==> src/rtl/kb_digit_entry_pkg.sv <==
// Shared types, scan codes and decode helper for the PS/2 digit-entry block.
package kb_digit_entry_pkg;

  typedef enum logic [2:0] {
    S_WAIT = 3'd0,
    S_POP  = 3'd1,
    S_PROC = 3'd2,
    S_CONV = 3'd3,
    S_DONE = 3'd4
  } state_e;

  localparam logic [7:0] SC_ENTER = 8'h5A;
  localparam logic [7:0] SC_BKSP  = 8'h66;
  localparam logic [7:0] SC_ESC   = 8'h76;

  localparam logic [7:0] SC_D0 = 8'h45, SC_D1 = 8'h16, SC_D2 = 8'h1E, SC_D3 = 8'h26, SC_D4 = 8'h25;
  localparam logic [7:0] SC_D5 = 8'h2E, SC_D6 = 8'h36, SC_D7 = 8'h3D, SC_D8 = 8'h3E, SC_D9 = 8'h46;

  localparam logic [7:0] SC_KP0 = 8'h70, SC_KP1 = 8'h69, SC_KP2 = 8'h72, SC_KP3 = 8'h7A, SC_KP4 = 8'h6B;
  localparam logic [7:0] SC_KP5 = 8'h73, SC_KP6 = 8'h74, SC_KP7 = 8'h6C, SC_KP8 = 8'h75, SC_KP9 = 8'h7D;

  // Returns {is_digit, digit}; main-row and keypad digits decode identically.
  function automatic logic [4:0] scan_digit(input logic [7:0] code);
    case (code)
      SC_D0, SC_KP0: return {1'b1, 4'd0};
      SC_D1, SC_KP1: return {1'b1, 4'd1};
      SC_D2, SC_KP2: return {1'b1, 4'd2};
      SC_D3, SC_KP3: return {1'b1, 4'd3};
      SC_D4, SC_KP4: return {1'b1, 4'd4};
      SC_D5, SC_KP5: return {1'b1, 4'd5};
      SC_D6, SC_KP6: return {1'b1, 4'd6};
      SC_D7, SC_KP7: return {1'b1, 4'd7};
      SC_D8, SC_KP8: return {1'b1, 4'd8};
      SC_D9, SC_KP9: return {1'b1, 4'd9};
      default:       return 5'd0;
    endcase
  endfunction

endpackage

==> src/rtl/kb_digit_entry_scan2digit.sv <==
// Combinational make-code classifier, reusable by any keyboard consumer.
module scan2digit
  import kb_digit_entry_pkg::*;
(
  input  logic [7:0] key_code,
  output logic       is_digit,
  output logic [3:0] digit,
  output logic       is_enter,
  output logic       is_bksp,
  output logic       is_esc
);

  always_comb begin
    {is_digit, digit} = scan_digit(key_code);
    is_enter = (key_code == SC_ENTER);
    is_bksp  = (key_code == SC_BKSP);
    is_esc   = (key_code == SC_ESC);
  end

endmodule

==> src/rtl/kb_digit_entry.sv <==
// Assembles a decimal number from PS/2 make codes popped off the kb_code FIFO
// and commits it as a binary value with a one-cycle valid strobe.
module kb_digit_entry
  import kb_digit_entry_pkg::*;
#(
  parameter int MAX_DIGITS = 3,
  parameter int OUT_W      = 8,
  parameter int MAX_VALUE  = 255
) (
  input  logic                            clk,
  input  logic                            reset,
  input  logic [7:0]                      key_code,
  input  logic                            kb_buf_empty,
  output logic                            rd_key_code,
  output logic [OUT_W-1:0]                value,
  output logic                            value_valid,
  output logic                            err_tick,
  output logic [$clog2(MAX_DIGITS+1)-1:0] digit_cnt,
  output logic [4*MAX_DIGITS-1:0]         entry_bcd,
  output logic                            busy
);

  localparam int CNT_W = $clog2(MAX_DIGITS + 1);
  localparam int BUF_W = 4 * MAX_DIGITS;
  localparam int ACC_W = OUT_W + 4;

  state_e             state_q, state_d;
  logic [7:0]         code_q, code_d;
  logic [BUF_W-1:0]   buf_q, buf_d;
  logic [CNT_W-1:0]   cnt_q, cnt_d;
  logic [CNT_W-1:0]   idx_q, idx_d;
  logic [ACC_W-1:0]   acc_q, acc_d;
  logic               ovf_q, ovf_d;
  logic [OUT_W-1:0]   value_q, value_d;
  logic               valid_q, valid_d;
  logic               err_q, err_d;

  logic               is_digit, is_enter, is_bksp, is_esc;
  logic [3:0]         digit;
  logic [3:0]         conv_digit;
  logic [ACC_W-1:0]   step;

  scan2digit u_scan2digit (
    .key_code (code_q),
    .is_digit (is_digit),
    .digit    (digit),
    .is_enter (is_enter),
    .is_bksp  (is_bksp),
    .is_esc   (is_esc)
  );

  always_ff @(posedge clk or negedge reset) begin
    if (!reset) begin
      state_q <= S_WAIT;
      code_q  <= '0;
      buf_q   <= '0;
      cnt_q   <= '0;
      idx_q   <= '0;
      acc_q   <= '0;
      ovf_q   <= 1'b0;
      value_q <= '0;
      valid_q <= 1'b0;
      err_q   <= 1'b0;
    end else begin
      state_q <= state_d;
      code_q  <= code_d;
      buf_q   <= buf_d;
      cnt_q   <= cnt_d;
      idx_q   <= idx_d;
      acc_q   <= acc_d;
      ovf_q   <= ovf_d;
      value_q <= value_d;
      valid_q <= valid_d;
      err_q   <= err_d;
    end
  end

  always_comb begin
    state_d = state_q;
    case (state_q)
      S_WAIT:  if (!kb_buf_empty) state_d = S_POP;
      S_POP:   state_d = S_PROC;
      S_PROC:  state_d = (is_enter && cnt_q != '0) ? S_CONV : S_WAIT;
      S_CONV:  if (idx_q == '0) state_d = S_DONE;
      S_DONE:  state_d = S_WAIT;
      default: state_d = S_WAIT;
    endcase
  end

  always_comb begin
    rd_key_code = (state_q == S_POP);
    busy        = (state_q != S_WAIT);
  end

  // Conversion walks the buffer oldest digit first, i.e. from the highest nibble down.
  always_comb begin
    conv_digit = '0;
    for (int i = 0; i < MAX_DIGITS; i++) begin
      if (idx_q == CNT_W'(i)) conv_digit = buf_q[4*i +: 4];
    end
    step = acc_q * ACC_W'(10) + ACC_W'(conv_digit);
  end

  // Accumulator never exceeds MAX_VALUE, so the OUT_W+4 bit step cannot wrap.
  always_comb begin
    code_d  = code_q;
    buf_d   = buf_q;
    cnt_d   = cnt_q;
    idx_d   = idx_q;
    acc_d   = acc_q;
    ovf_d   = ovf_q;
    value_d = value_q;
    valid_d = 1'b0;
    err_d   = 1'b0;
    case (state_q)
      S_WAIT: if (!kb_buf_empty) code_d = key_code;
      S_PROC: begin
        if (is_digit) begin
          if (cnt_q < CNT_W'(MAX_DIGITS)) begin
            buf_d = BUF_W'({buf_q, digit});
            cnt_d = cnt_q + 1'b1;
          end else begin
            err_d = 1'b1;
          end
        end else if (is_bksp) begin
          if (cnt_q != '0) begin
            buf_d = buf_q >> 4;
            cnt_d = cnt_q - 1'b1;
          end
        end else if (is_esc) begin
          buf_d = '0;
          cnt_d = '0;
        end else if (is_enter) begin
          if (cnt_q == '0) begin
            err_d = 1'b1;
          end else begin
            acc_d = '0;
            ovf_d = 1'b0;
            idx_d = cnt_q - 1'b1;
          end
        end
      end
      S_CONV: begin
        if (step > ACC_W'(MAX_VALUE)) ovf_d = 1'b1;
        else                          acc_d = step;
        if (idx_q == '0) begin
          if (!ovf_d) begin
            value_d = acc_d[OUT_W-1:0];
            valid_d = 1'b1;
          end else begin
            err_d = 1'b1;
          end
        end else begin
          idx_d = idx_q - 1'b1;
        end
      end
      S_DONE: begin
        buf_d = '0;
        cnt_d = '0;
      end
      default: ;
    endcase
  end

  assign value       = value_q;
  assign value_valid = valid_q;
  assign err_tick    = err_q;
  assign digit_cnt   = cnt_q;
  assign entry_bcd   = buf_q;

endmodule

==> config.mk <==
export PLATFORM = sky130hd
export DESIGN_NAME = kb_digit_entry
export DESIGN_NICKNAME = d
export VERILOG_FILES = /design/src/rtl/kb_digit_entry_pkg.sv /design/src/rtl/kb_digit_entry_scan2digit.sv /design/src/rtl/kb_digit_entry.sv
export SDC_FILE = /design/constraint.sdc
export NUM_CORES = 1
export LEC_CHECK = 0
export ABC_AREA = 1
export CORE_UTILIZATION = 62
export DETAILED_ROUTE_END_ITERATION = 7
export PLACE_DENSITY = 0.87
export SYNTH_ARGS = -nofsm -noshare
export SYNTH_HDL_FRONTEND = slang
export SYNTH_SLANG_ARGS = --single-unit
==> constraint.sdc <==
create_clock -name clk -period 5.46 [get_ports clk]
set_input_delay 1.365 -clock clk [delete_from_list [all_inputs] [get_ports clk]]
set_output_delay 1.365 -clock clk [all_outputs]
set_load 0.03 [all_outputs]
==> summary.txt <==
Outcome
  – Status: completed

Clocking
  – Clock sinks: 49
  – H-Tree Level Count: 2
  – # hold bufs at CTS: 0
  – Post-CTS Setup Inserts: 0
  – Max Root-Sink Buffers: 2
  – Root buffer cell: clkbuf_8
  – Clk_lat worst skew: 0.31 ns
  – CTS tree: done
  – Post_cts resized: 0
  – CTS Buf Count: 5
  – CTS clk-pin slew, worst paths: 0.10 ns

Setup path
  – Most used cell, CP: nand2_1
  – CP delay by family, top: simple AND/OR/NAND/NOR gates
  – Worst Path Arrival: 3.51 ns
  – Reg2Reg Depth: 22
  – Buf/Inv on CP: 5
  – Reg-to-Reg Start: idx_q[0]
  – Worst setup SP type: flop
  – Crit-path cells: inv_1 -> ha_1 -> inv_1 -> or2_2 -> inv_1 -> a221oi_1 -> nor2_1 -> ha_1 -> fa_1 -> nand2_1 -> a21oi_2 -> nand3_1 -> inv_1 -> nand2_1 -> inv_1 -> nand3_1 -> nand2_1 -> nand3_4 -> nand2_1 -> nand2_1 -> nand2_1 -> nand2_1
  – Critical path class: flop to flop
  – CP max FO: 11
  – Reg2reg setup slack: 2.14 ns
  – Required @ worst endpoint: 5.65 ns
  – Slowest Stage Delay on Critical Path: 0.41 ns
  – Reg2Reg Capture Point: acc_q[4]
  – CP max stage cell: dfrtp_1
  – Endpoint class of the critical path: flop

Drt
  – Drt first pass iters: 5
  – Residual DRC: 0
  – Drt first-iter violations: 252
  – Via count: 3442
  – Wire length per cell: 13.20 microns
  – Routed wire length: 8488 microns
  – DRT antenna net count: 0
  – Vias per inst: 5.353

Logic synthesis
  – Post-Synth Simple-Gate Area: 0.4146
  – Xor/xnor cell area share of the yosys netlist: 0.01443
  – Syn_area_per_cell: 6.833 sq um
  – Compound-Gate Fraction of Synth Area: 0.06080
  – Post-Syn Nets: 569
  – Synthesized instance count: 533
  – Yosys warning total: 0
  – Mapped cell area: 3642 sq um
  – Largest family of logic cells by synthesized area: simple AND/OR/NAND/NOR gates
  – FF+latch count, synth: 49
  – Register area share after synthesis: 0.3367
  – Post-Synth Adder-Cell Area: 0.09000
  – Yosys cell types: 35
  – Mux contribution to synthesized area: 0

STA
  – Tmin final: 3.323 ns
  – Max-slew violation count: 0
  – Final period utilization: 0.6087
  – Slew Limit Headroom: 0.2599
  – Post-route setup slack: 2.137 ns
  – RSZ-0062 raised after global routing: no
  – Post-Route Skew: 0.01011 ns
  – Tightest Pin Transition: 1.110 ns
  – Post-route setup TNS: 0 ns
  – Final Hold Fails: 0
  – Setup Viol. Count Final: 0
  – FMAX: 300.9 MHz

Floorplan
  – Initial Util: 0.6534
  – Top-level I/O count: 37
  – Die width: 78.65 microns
  – Core area: 5574 sq um
  – # rows: 27
  – Die ar.: 6185 sq um
  – Die Y: 78.65 microns

GRT
  – Vias in the first global route: 3343
  – Largest net degree at the start of global routing: 50
  – Initial antenna violation count: 0
  – Overflow left after global routing: 0
  – First-pass GRT wire length: 14630 microns
  – Gr usage total: 0.2999

Power and ir drop
  – Internal Power: 1.007 mW
  – Combinational share of power: 0.616
  – Static leakage: 2.305 nW
  – Switching share of power: 0.5237
  – Seq pwr share: 0.280
  – Sw power: 1.107 mW
  – PD cells: 512.2 nW/um^2
  – Clock power frac: 0.104
  – Maximum VDD drop: 0.0003143 V

Flow run
  – Max-cap check violation count: 0

Cells and area
  – Finished Core Util: 0.7403
  – Layout cells sized above 1: 0.08757
  – Ant diodes: 0
  – Layout Nets: 606
  – Area Growth Syn to Fin: 13.29%

Min path
  – HP Start: ovf_q
  – Hold path endpoint: ovf_q
  – WHS Path Cells: 2
  – Worst Hold Class: flop to flop

Placed design
  – Setup WS pre-CTS: 2.168 ns
  – Port bufs: 36
  – GPL Wtd Cong: 0.9280
  – Detailed Place HPWL: 6521 microns
-- power groups by stage --
stage,Sequential (mW),Combinational (mW),Clock [mW]
finish,0.592,1.30,0.220
global route,0.608,1.45,0.236
CTS,0.589,1.30,0.222
detailed placement,0.595,1.29,0
global placement,0.591,1.25,0
floorplan,0.643,0.915,0
-- metrics by stage --
step           hold slack [ns]  cell area [sq um]  power (mW)  instances
2_1_floorplan           0.4489               3642       1.558        533
3_3_place_gp            0.4670               4039       1.838        635
3_5_place_dp            0.4671               4039       1.881        635
4_1_cts                 0.4901               4126       2.108        643
5_1_grt                 0.5335               4126       2.297        643
6_report                0.4934               4126       2.114        643
-- tightest hold or removal path, delay by kind of cell, from the launching register on --
kind	cells	cell delay (ns)
AND/OR/NAND/NOR	2	0.11
flip-flops	1	0.36
-- synthesized netlist by cell type (all sizes together) --
master | number | area, sq um
nand3 | 40 | 212.7
nand2 | 213 | 847.1
o21ai | 10 | 57.56
a21oi | 16 | 83.83
nand4 | 13 | 102.6
a221oi | 2 | 17.52
nor3 | 4 | 25.02
buf | 4 | 41.29
dfrtp | 49 | 1226
ha | 23 | 287.8
inv | 68 | 255.3
or2 | 1 | 6.260
o211ai | 1 | 7.510
a22oi | 3 | 22.52
clkbuf | 2 | 7.510
fa | 2 | 40.04
xor2 | 3 | 26.28
a21o | 1 | 7.510
xnor2 | 3 | 26.28
nand3b | 1 | 7.510
a31oi | 3 | 25.02
nor2 | 71 | 309.0
-- cell families after synthesis --
kind of cell             Yosys count
XOR/XNOR                           6
AO/OA/AOI/OAI                     36
flip-flops                        49
buffers and inverters             74
AND/OR/NAND/NOR                  343
adder cells (fa/ha/maj)           25
-- state kept, by name (all words and copies together) (netlist names) --
name and count:
entry_bcd 12, acc_q 11, code_q 8, value 8, state_q 3, digit_cnt 2, idx_q 2, err_tick 1
ovf_q 1, value_valid 1
-- layout by cell type, fill, tap and decap left out, drive strengths merged --
cell type	Yosys	routed
clkdlybuf4s50	0	35
nand2	213	213
clkinvlp	0	2
nor2	71	71
a221oi	2	2
xnor2	3	3
nor3	4	4
dfrtp	49	49
clkbuf	2	6
nand3b	1	1
o211ai	1	1
a22oi	3	3
a31oi	3	3
nand3	40	40
fa	2	2
xor2	3	3
a21o	1	1
ha	23	23
or2	1	1
o21ai	10	10
a21oi	16	16
inv	68	68
nand4	13	13
buf	4	1
-- layer usage --
layer	vias up	wire [microns]	global-route usage
met3	16	203	0.04651
met4	0	153	0.1000
met2	48	4235	0.5157
met1	1624	3896	0.3823
li1	1754	-	-
met5	-	0	0
-- final cells by class --
| class | count | area (sq um) |
|---|---|---|
| inverters | 68 | 255.2 |
| flip-flops and latches | 49 | 1226 |
| multi-input cells | 410 | 2112 |
| clock buffers | 6 | 72.57 |
| clock inverters | 2 | 15.01 |
| repair buffers | 36 | 355.3 |
| fillers | 447 | 1448 |
| well taps | 72 | 90.09 |
-- how the worst max path moves through the flow --
stage,from,end,slack (ns),depth (start not counted)
after floorplan,idx_q[1],value[0],2.65,19
after global placement,idx_q[0],value[5],2.32,21
after detailed placement,idx_q[0],value[5],2.17,21
after CTS,idx_q[0],acc_q[4],2.13,22
after global routing,idx_q[0],acc_q[4],1.79,22
final,idx_q[0],acc_q[4],2.14,22
No activity file was read; power rests on OpenSTA's default activity.
